File: config.mk
export PLATFORM = sky130hd
export DESIGN_NAME = obf_key_loader_flat
export DESIGN_NICKNAME = d
export VERILOG_FILES = /design/src/rtl/obf_key_loader_if.sv /design/src/rtl/obf_key_loader.sv /design/src/flat_wrapper.sv
export SDC_FILE = /design/constraint.sdc
export NUM_CORES = 1
export LEC_CHECK = 0
export BUFFER_PORTS_ARGS = -buffer_cell sky130_fd_sc_hd__buf_2
export CELL_PAD_IN_SITES_DETAIL_PLACEMENT = 1
export CELL_PAD_IN_SITES_GLOBAL_PLACEMENT = 1
export CORE_MARGIN = 5
export CORE_UTILIZATION = 35
export DETAILED_ROUTE_END_ITERATION = 6
export GPL_TIMING_DRIVEN = 0
export PLACE_DENSITY_LB_ADDON = 0.3
export SETUP_SLACK_MARGIN = 0.4
export SLEW_MARGIN = 0
export SYNTH_ARGS = -nofsm -noshare
export SYNTH_HDL_FRONTEND = slang
export SYNTH_SLANG_ARGS = --single-unit
File: constraint.sdc
create_clock -name ap_clk -period 2.9 [get_ports ap_clk]
set_clock_uncertainty 0.05 [all_clocks]
set_input_delay 0 -clock ap_clk [delete_from_list [all_inputs] [get_ports ap_clk]]
set_output_delay 0 -clock ap_clk [all_outputs]
set_load 0.01 [all_outputs]
File: src/rtl/obf_key_loader_if.sv
`default_nettype none
// ============================================================================
// Module   : obf_key_loader_if
// Brief    : Byte-stream handshake from the secure key store to the loader.
// Revision : 1.0
// ============================================================================
interface obf_key_loader_if;
  logic       key_in_valid;
  logic [7:0] key_in_data;
  logic       key_in_ready;

  modport master (
    output key_in_valid,
    output key_in_data,
    input  key_in_ready
  );

  modport slave (
    input  key_in_valid,
    input  key_in_data,
    output key_in_ready
  );
endinterface
`default_nettype wire

File: src/rtl/obf_key_loader.sv
`default_nettype none
// ============================================================================
// Module   : obf_key_loader
// Brief    : Loads an unlock key byte-stream, verifies its XOR checksum and
//            drives locking_key / gates ap_start into the locked block.
// Revision : 1.0
// ============================================================================
module obf_key_loader #(
  parameter int KEY_WIDTH = 255,
  parameter int NBYTES    = (KEY_WIDTH + 7) / 8
) (
  input  logic                 ap_clk,
  input  logic                 ap_rst_n,
  input  logic                 key_load,
  input  logic                 key_clear,
  obf_key_loader_if.slave      key_in,
  output logic [KEY_WIDTH-1:0] locking_key,
  output logic                 key_valid,
  output logic                 key_error,
  output logic                 busy,
  input  logic                 ap_start_in,
  output logic                 ap_start_out
);

  localparam int               CNT_W    = $clog2(NBYTES + 1);
  localparam logic [CNT_W-1:0] CNT_LAST = CNT_W'(NBYTES);

  typedef enum logic [2:0] {
    S_IDLE  = 3'd0,
    S_LOAD  = 3'd1,
    S_CHECK = 3'd2,
    S_READY = 3'd3,
    S_ERROR = 3'd4
  } state_t;

  state_t               state_q, state_d;
  logic [KEY_WIDTH-1:0] shadow_q, shadow_d;
  logic [CNT_W-1:0]     cnt_q, cnt_d;
  logic [7:0]           csum_q, csum_d;
  logic                 match_q, match_d;
  logic                 key_valid_q, key_valid_d;
  logic                 key_error_q, key_error_d;
  logic [KEY_WIDTH-1:0] locking_key_q, locking_key_d;

  logic w_ready;
  logic w_take;

  // The byte on a key_clear cycle must never be consumed.
  assign w_ready = (state_q == S_LOAD) && !key_clear;
  assign w_take  = w_ready && key_in.key_in_valid;

  always_comb begin
    state_d  = state_q;
    shadow_d = shadow_q;
    cnt_d    = cnt_q;
    csum_d   = csum_q;
    match_d  = match_q;
    if (key_clear) begin
      state_d  = S_IDLE;
      shadow_d = '0;
      cnt_d    = '0;
      csum_d   = '0;
      match_d  = 1'b0;
    end else begin
      case (state_q)
        S_IDLE, S_READY, S_ERROR: begin
          if (key_load) begin
            state_d  = S_LOAD;
            shadow_d = '0;
            cnt_d    = '0;
            csum_d   = '0;
            match_d  = 1'b0;
          end
        end
        S_LOAD: begin
          if (w_take) begin
            if (cnt_q == CNT_LAST) begin
              match_d = (key_in.key_in_data == csum_q);
              state_d = S_CHECK;
            end else begin
              // Bits beyond KEY_WIDTH have no home but still feed the checksum.
              for (int i = 0; i < KEY_WIDTH; i++) begin
                if (cnt_q == CNT_W'(i / 8)) shadow_d[i] = key_in.key_in_data[3'(i % 8)];
              end
              csum_d = csum_q ^ key_in.key_in_data;
              cnt_d  = cnt_q + CNT_W'(1);
            end
          end
        end
        S_CHECK: begin
          if (match_q) begin
            state_d = S_READY;
          end else begin
            state_d  = S_ERROR;
            shadow_d = '0;
          end
        end
        default: state_d = S_IDLE;
      endcase
    end
  end

  // Status drops on the key_load/key_clear edge so an old key never overlaps a reload.
  always_comb begin
    key_valid_d   = (state_q == S_READY) && !key_load && !key_clear;
    key_error_d   = (state_q == S_ERROR) && !key_load && !key_clear;
    locking_key_d = key_valid_d ? shadow_q : '0;
  end

  always_ff @(posedge ap_clk or negedge ap_rst_n) begin
    if (!ap_rst_n) begin
      state_q       <= S_IDLE;
      shadow_q      <= '0;
      cnt_q         <= '0;
      csum_q        <= '0;
      match_q       <= 1'b0;
      key_valid_q   <= 1'b0;
      key_error_q   <= 1'b0;
      locking_key_q <= '0;
    end else begin
      state_q       <= state_d;
      shadow_q      <= shadow_d;
      cnt_q         <= cnt_d;
      csum_q        <= csum_d;
      match_q       <= match_d;
      key_valid_q   <= key_valid_d;
      key_error_q   <= key_error_d;
      locking_key_q <= locking_key_d;
    end
  end

  assign key_in.key_in_ready = w_ready;
  assign locking_key         = locking_key_q;
  assign key_valid           = key_valid_q;
  assign key_error           = key_error_q;
  assign busy                = (state_q == S_LOAD) || (state_q == S_CHECK);
  assign ap_start_out        = ap_start_in && key_valid_q;

endmodule
`default_nettype wire

File: src/flat_wrapper.sv
// flat-port wrapper written by rule: the top's interface ports become plain ports
module obf_key_loader_flat 
#(
  parameter int KEY_WIDTH = 255,
  parameter int NBYTES    = (KEY_WIDTH + 7) / 8
)
  (ap_clk, ap_rst_n, key_load, key_clear, locking_key, key_valid, key_error, busy, ap_start_in, ap_start_out, key_in_key_in_valid, key_in_key_in_data, key_in_key_in_ready);
  obf_key_loader_if key_in_i ();
  input  logic ap_clk;
  input  logic ap_rst_n;
  input  logic key_load;
  input  logic key_clear;
  output logic [KEY_WIDTH-1:0] locking_key;
  output logic key_valid;
  output logic key_error;
  output logic busy;
  input  logic ap_start_in;
  output logic ap_start_out;
  input wire logic [$bits(key_in_i.key_in_valid)-1:0] key_in_key_in_valid;
  input wire logic [$bits(key_in_i.key_in_data)-1:0] key_in_key_in_data;
  output wire logic [$bits(key_in_i.key_in_ready)-1:0] key_in_key_in_ready;
  assign key_in_i.key_in_valid = key_in_key_in_valid;
  assign key_in_i.key_in_data = key_in_key_in_data;
  assign key_in_key_in_ready = key_in_i.key_in_ready;
  obf_key_loader #(.KEY_WIDTH(KEY_WIDTH), .NBYTES(NBYTES)) u_core (.ap_clk(ap_clk), .ap_rst_n(ap_rst_n), .key_load(key_load), .key_clear(key_clear), .key_in(key_in_i), .locking_key(locking_key), .key_valid(key_valid), .key_error(key_error), .busy(busy), .ap_start_in(ap_start_in), .ap_start_out(ap_start_out));
endmodule
== After elaboration in Yosys (flattened, before gate mapping) ==
Cells that the tools add are included.

* Add/sub/neg operators: 1
* $mul: 0
* Div/mod/pow operators: 0
* Magnitude comparators: 0
* Equality and inequality tests: 74
* Shifts and indexed selects: 0
* Mux-type cells: 156
* Bitwise logic cells: 1
* Reduce and logical (&&, ||, !) cells: 50

{| class="wikitable"
|+ Operators by type and width
! cell !! number
|-
| 2-to-1 mux 255 bit || 5
|-
| one-hot mux 255 bit (3 select lines) || 1
|-
| 2-to-1 mux 252 bit || 1
|-
| AND reduction 6 bit || 32
|-
| 2-to-1 mux 1 bit || 132
|-
| inequality test 3 bit, second input constant || 36
|-
| == test 6 x 5 -> 1 bit, second input constant || 16
|-
| == test 6 x 4 -> 1 bit, second input constant || 8
|-
| 2-to-1 mux 8 bit || 4
|-
| == test 6 x 3 -> 1 bit, second input constant || 4
|-
| 2-to-1 mux 6 bit || 4
|-
| one-hot mux 8 bit (2 select lines) || 1
|-
| 2-to-1 mux 3 bit || 5
|-
| == test 6 x 2 -> 1 bit, second input constant || 2
|-
| one-hot mux 6 bit (2 select lines) || 1
|-
| one-hot mux 3 bit (3 select lines) || 1
|-
| == test 8 bit || 1
|-
| AND reduction 4 bit || 2
|-
| XOR 8 bit || 1
|-
| logical AND 1 bit || 7
|-
| adder 6 x 1 -> 6 bit, second input constant || 1
|-
| == test 3 x 2 -> 1 bit, second input constant || 2
|-
| == test 6 x 1 -> 1 bit, second input constant || 1
|-
| == test 6 bit, second input constant || 1
|-
| other kinds (12) || 13
|}

* Bits in registers: 530
* Latch bits: 0
* Bits in writable memories: 0
* ROM bits: 0
* Input port bits: 14
* Output and inout port bits: 260
* Logic and storage cells: 321
* Memories kept: 0

== Depth between registers and ports, before layout ==
* Depth after elaboration: 6
* Depth in mapped cells: 9
* Depth with buffers taken out: 5

== Least setup slack after synthesis ==
No wires, ideal clock.

* Kind: register to register
* From: register u_core.state_q[0]
* To: register u_core.csum_q[4]
* Setup time: 0.126 ns
* Data arrival time: 1.924 ns
* Required time: 2.724 ns
* Setup slack: 0.800 ns
* Cell stages (with the launch flop): 10
* Buffers on the path: 4
* Clock period less this slack: 2.100 ns
* Cells stage by stage: dfrtp_1 -> buf_6 -> or4b_1 -> buf_6 -> inv_6 -> and3_4 -> buf_6 -> or3_1 -> buf_2 -> a221o_1

* Word-level cells in the longest chain between the ends: 5
* Elaborated cells between the ends (all ways): 14
* Those cells by class: eq/ne (6); mux (2); reduce/logical (6)

{| class="wikitable"
|+ Ends and longest elaborated chain
! element !! line !! source
|-
| start: declaration || obf_key_loader.sv:36 || <nowiki>state_t state_q, state_d;</nowiki>
|-
| start signal: assignment || obf_key_loader.sv:121 || <nowiki>state_q <= state_d;</nowiki>
|-
| == test 3 x 1 -> 1 bit || obf_key_loader.sv:49, obf_key_loader.sv:65 ||
|-
| logical AND 1 bit || obf_key_loader.sv:49 || <nowiki>assign w_ready = (state_q == S_LOAD) && !key_clear;</nowiki>
|-
| logical AND 1 bit || obf_key_loader.sv:50 || <nowiki>assign w_take = w_ready && key_in.key_in_valid;</nowiki>
|-
| inequality test 3 x 2 -> 1 bit (no line) || n/a ||
|-
| AND reduction 4 bit (no line) || n/a ||
|-
| end signal: assignment || obf_key_loader.sv:124 || <nowiki>csum_q <= csum_d;</nowiki>
|-
| end: declaration || obf_key_loader.sv:39 || <nowiki>logic [7:0] csum_q, csum_d;</nowiki>
|}

Several ways; a longest one is shown, not always the timed one.
A chain may end at the register's enable or synchronous reset.

== Final worst setup path ==
* From: register u_core.cnt_q[2]
* To: register u_core.shadow_q[18]

* Word-level cells in the longest chain between the ends: 3
* Elaborated cells between the ends (all ways): 5
* Those cells by class: eq/ne (4); reduce/logical (1)

{| class="wikitable"
|+ Ends and longest elaborated chain
! element !! line !! source
|-
| start: declaration || obf_key_loader.sv:38 || <nowiki>logic [CNT_W-1:0] cnt_q, cnt_d;</nowiki>
|-
| start signal: assignment || obf_key_loader.sv:123 || <nowiki>cnt_q <= cnt_d;</nowiki>
|-
| == test 6 bit or == test 6 x 2 -> 1 bit (tied branches) || obf_key_loader.sv:77, obf_key_loader.sv:83 ||
|-
| inequality test 3 bit (no line) || n/a ||
|-
| AND reduction 6 bit (no line) * || n/a ||
|-
| end signal: assignment || obf_key_loader.sv:122 || <nowiki>shadow_q <= shadow_d;</nowiki>
|-
| end: declaration || obf_key_loader.sv:37 || <nowiki>logic [KEY_WIDTH-1:0] shadow_q, shadow_d;</nowiki>
|}

Every way passes the cells marked *; elsewhere a longest branch is shown, timed or not.

==> results by group <==
Run status
  • Outcome: complete, no violations

Setup path
  • Worst r2r path cells: 5
  • R2R Path End: u_core.shadow_q[18]
  • Reg2reg start: u_core.cnt_q[2]
  • Slowest cell on crit path: nor4_2
  • Crit path kind: flop to flop
  • Startpoint types: flop
  • Slowest Stage Delay on Critical Path: 0.74 ns
  • CP Cell Sequence: clkbuf_1 > nor4_2 > nand2_1 > a211o_1 > o2bb2ai_1
  • Arrival @ worst endpoint: 2.95 ns
  • Critical Path Sink: u_core.shadow_q[18]
  • CP Capture Type: flop
  • CP max FO: 10
  • Critical Path RT: 3.27 ns
  • Worst R2R Setup Slack: 0.32 ns
  • CP Launch Point: u_core.cnt_q[2]

GRT
  • Initial antenna violation count: 1
  • Remaining global-route overflow: 0
  • First-pass GRT wire length: 51000 µm
  • Largest net degree at the start of global routing: 128
  • Total GRT Usage: 0.176
  • Number of global-route vias before repair: 8777

Route
  • Wire per inst: 19.1 µm
  • Vias post-DR: 8019
  • Iter 0 DRT Violations: 397
  • Detailed Route WL: 32400 µm
  • Vias per inst: 4.72
  • Post-DRT Antenna Nets: 0
  • # DRC: 0
  • DR pass1 iterations: 4

Logic synthesis
  • Post-synth cell types: 59
  • Number of synthesized flops with an enable pin: 0
  • Mapped Area: 11500 µm²
  • Most used DFF post-synth: dfrtp_1
  • Avg Inst Size Synth: 12.6 µm²
  • Synthesized instance count: 913
  • Asr flop ratio synth: 1.00
  • Warnings, synthesis: 0
  • Post-synthesis register bit count: 276
  • Sequential area share after synthesis: 0.602

Clock network
  • Clock transition at path regs: 0.06 ns
  • Total CTS buffers: 29
  • CTS tree: built
  • Root Buffer: clkbuf_16
  • Worst-case clock buffer depth: 3
  • Total clock sinks: 276
  • Skew-Pair Late Insertion Delay: 0.54 ns
  • H-tree depth: 1

Floorplanning
  • Initial Utilization: 0.353
  • Die area: 36500 µm²
  • Die Y: 191 µm
  • Top Ports: 274
  • DIE WIDTH: 191 µm
  • Core region area: 32500 µm²
  • Row count: 66

Power and ir drop
  • Overall Power: 0.00959 W
  • P_leak: 7.70 nW
  • Power Density: 659 nW/µm²
  • Max IR drop VDD: 0.000462 V

Run
  • MaxCap Viol Count: 0

Cells and area
  • Post-route cell area: 14500 µm²
  • Number of inserted diodes: 0
  • Layout area overhead: 26.8%
  • Final Util: 0.448
  • Final Instance Count excl. Fillers: 1699
  • Share of post-route cells with drive strength above 1: 0.308
  • Fin nets: 1255
  • Layout fillers: 3524

Place
  • GPL Wtd Cong: 0.790
  • HPWL after DPL: 22700 µm
  • Placed cell area: 13300 µm²
  • PortBufs: 146
  • Placed Cells incl. Taps: 1629

Worst hold path
  • Hold Crit Class: primary input to flop

Timing
  • # setup viols final: 0
  • Setup TNS: 0 ns
  • Fmax: 0.387 GHz
  • Fin. max-slew vios: 0
  • Actual slew at the worst max-slew pin: 0.780 ns
  • RSZ-0062 raised after global routing: true
  • Fin. Hold Viols: 0
  • Fin crit share: 0.890
  • Slew HR: 0.480
  • Fin crit period: 2.58 ns
timing repair:
action | 4_1_cts | 5_1_grt
setup buffers | 6 | 0
gates cloned | 0 | 0
hold buffers | 12 | 0
gates resized for setup | 13 | 16
pin swaps | 4 | 0
endpoints found under the setup margin | 198 | 144
endpoints found under the hold margin | 296 | 0
worst min-delay path by stage:
| stage | from | end | slack (ns) | depth (start not counted) |
|---|---|---|---|---|
| floorplan | ap_rst_n | u_core.cnt_q[0] | -0.35 | 0 |
| global placement | key_in_key_in_data[1] | u_core.shadow_q[241] | 0.25 | 2 |
| detailed placement | ap_rst_n | u_core.csum_q[4] | -0.07 | 1 |
| CTS | key_in_key_in_data[3] | u_core.shadow_q[243] | 0.24 | 3 |
| global route | key_in_key_in_data[3] | u_core.shadow_q[243] | 0.26 | 3 |
| finish | key_in_key_in_data[3] | u_core.shadow_q[243] | 0.25 | 3 |
logic make-up (layout without fill, tap and decap cells):
family | count (synthesis) | after routing | synth area share
simple gates | 225 | 225 | 0.120
compound gates | 202 | 202 | 0.154
mux | 3 | 3 | 0.00273
flops | 276 | 276 | 0.602
fa+ha+maj | 5 | 5 | 0.00545
buf+inv | 193 | 411 | 0.110
other cells | 1 | 127 | 0.000327
xor+xnor | 8 | 8 | 0.00611
metrics by stage:
step / hold slack (ns) / setup slack [ns]
4_1_cts: 0.238 / 0.294
2_1_floorplan: -0.346 / 0.800
6_report: 0.254 / 0.318
3_3_place_gp: 0.246 / -3.25
3_5_place_dp: -0.0653 / -0.398
5_1_grt: 0.264 / 0.225
placed cells by master, fill, tap and decap left out, types with 11 or more instances in the layout:
cell type	instances
dfrtp_1	276
dlygate4sd3_1	12
clkbuf_2	13
o31ai_1	11
a211o_1	25
clkbuf_1	20
clkbuf_16	29
buf_4	134
and2_1	132
a32o_1	24
buf_2	163
conb_1	127
nand2_1	31
inv_1	12
o2bb2ai_1	96
area by class of cell:
| cell class | count | area [µm²] | area share |
|---|---|---|---|
| flip-flops and latches | 276 | 6910 | 0.475 |
| multi-input cells | 570 | 3840 | 0.264 |
| plain buffers | 180 | 1220 | 0.0842 |
| repair buffers | 166 | 961 | 0.0661 |
| clock buffers | 34 | 764 | 0.0526 |
| well taps | 442 | 553 | 0.0380 |
| clock inverters | 18 | 235 | 0.0162 |
| inverters | 13 | 53.8 | 0.00370 |
cell usage after synthesis, types with 3 or more instances:
master	count	share of area
dfrtp_1	276	0.60
a211o_1	25	0.019
a32o_1	24	0.021
a21oi_1	5	0.0022
nor3_1	5	0.0022
a22o_1	5	0.0038
xnor2_1	3	0.0023
buf_4	127	0.083
o41ai_1	3	0.0023
nand3_1	5	0.0022
o2bb2ai_1	96	0.073
or3_1	3	0.0016
nor2_1	6	0.0020
o22ai_1	4	0.0022
and2_1	132	0.072
o211ai_1	7	0.0046
nor2b_1	6	0.0033
a21o_1	3	0.0020
clkbuf_1	30	0.0098
ha_1	5	0.0055
nand4_1	5	0.0027
nand2_1	31	0.010
nor2_4	4	0.0039
inv_1	12	0.0039
a221o_1	3	0.0026
nor4b_1	7	0.0053
nor4_1	6	0.0033
o31ai_1	11	0.0072
a2111oi_0	4	0.0031
and3_1	4	0.0022
buf_6	4	0.0039
xor2_1	5	0.0038
buf_2	18	0.0079
power breakdown:
group | leakage (nW) | internal, W | switching (W)
Sequential | 3.85 | 0.00391 | 0.0000539
Clock | 0.479 | 0.00233 | 0.00153
Combinational | 3.37 | 0.000588 | 0.00117
state kept, by name (all words and copies together) (netlist names):
signal and count:
u_core.cnt_q 6, u_core.match_q 1, u_core.key_error 1, u_core.locking_key 128
u_core.shadow_q 128, u_core.key_valid 1, u_core.state_q 3, u_core.csum_q 8
worst max-delay path: cells and delay by family, from the launching register on:
family / cells / cell delay [ns]
flip-flops: 1 / 0.42
buffers and inverters: 1 / 0.28
AO/OA/AOI/OAI: 2 / 0.63
AND/OR/NAND/NOR: 2 / 1.08
per-layer routing:
metal | vias up | GRT usage | routed length (µm) | part of all wire
met1 | 4052 | 0.238 | 14000 | 0.43
met5 | - | 0 | 0 | 0
met3 | 33 | 0.0427 | 2480 | 0.076
li1 | 3642 | - | - | -
met4 | 0 | 0.0337 | 451 | 0.014
met2 | 292 | 0.294 | 15500 | 0.48
Power figures use the tool's default switching activity.
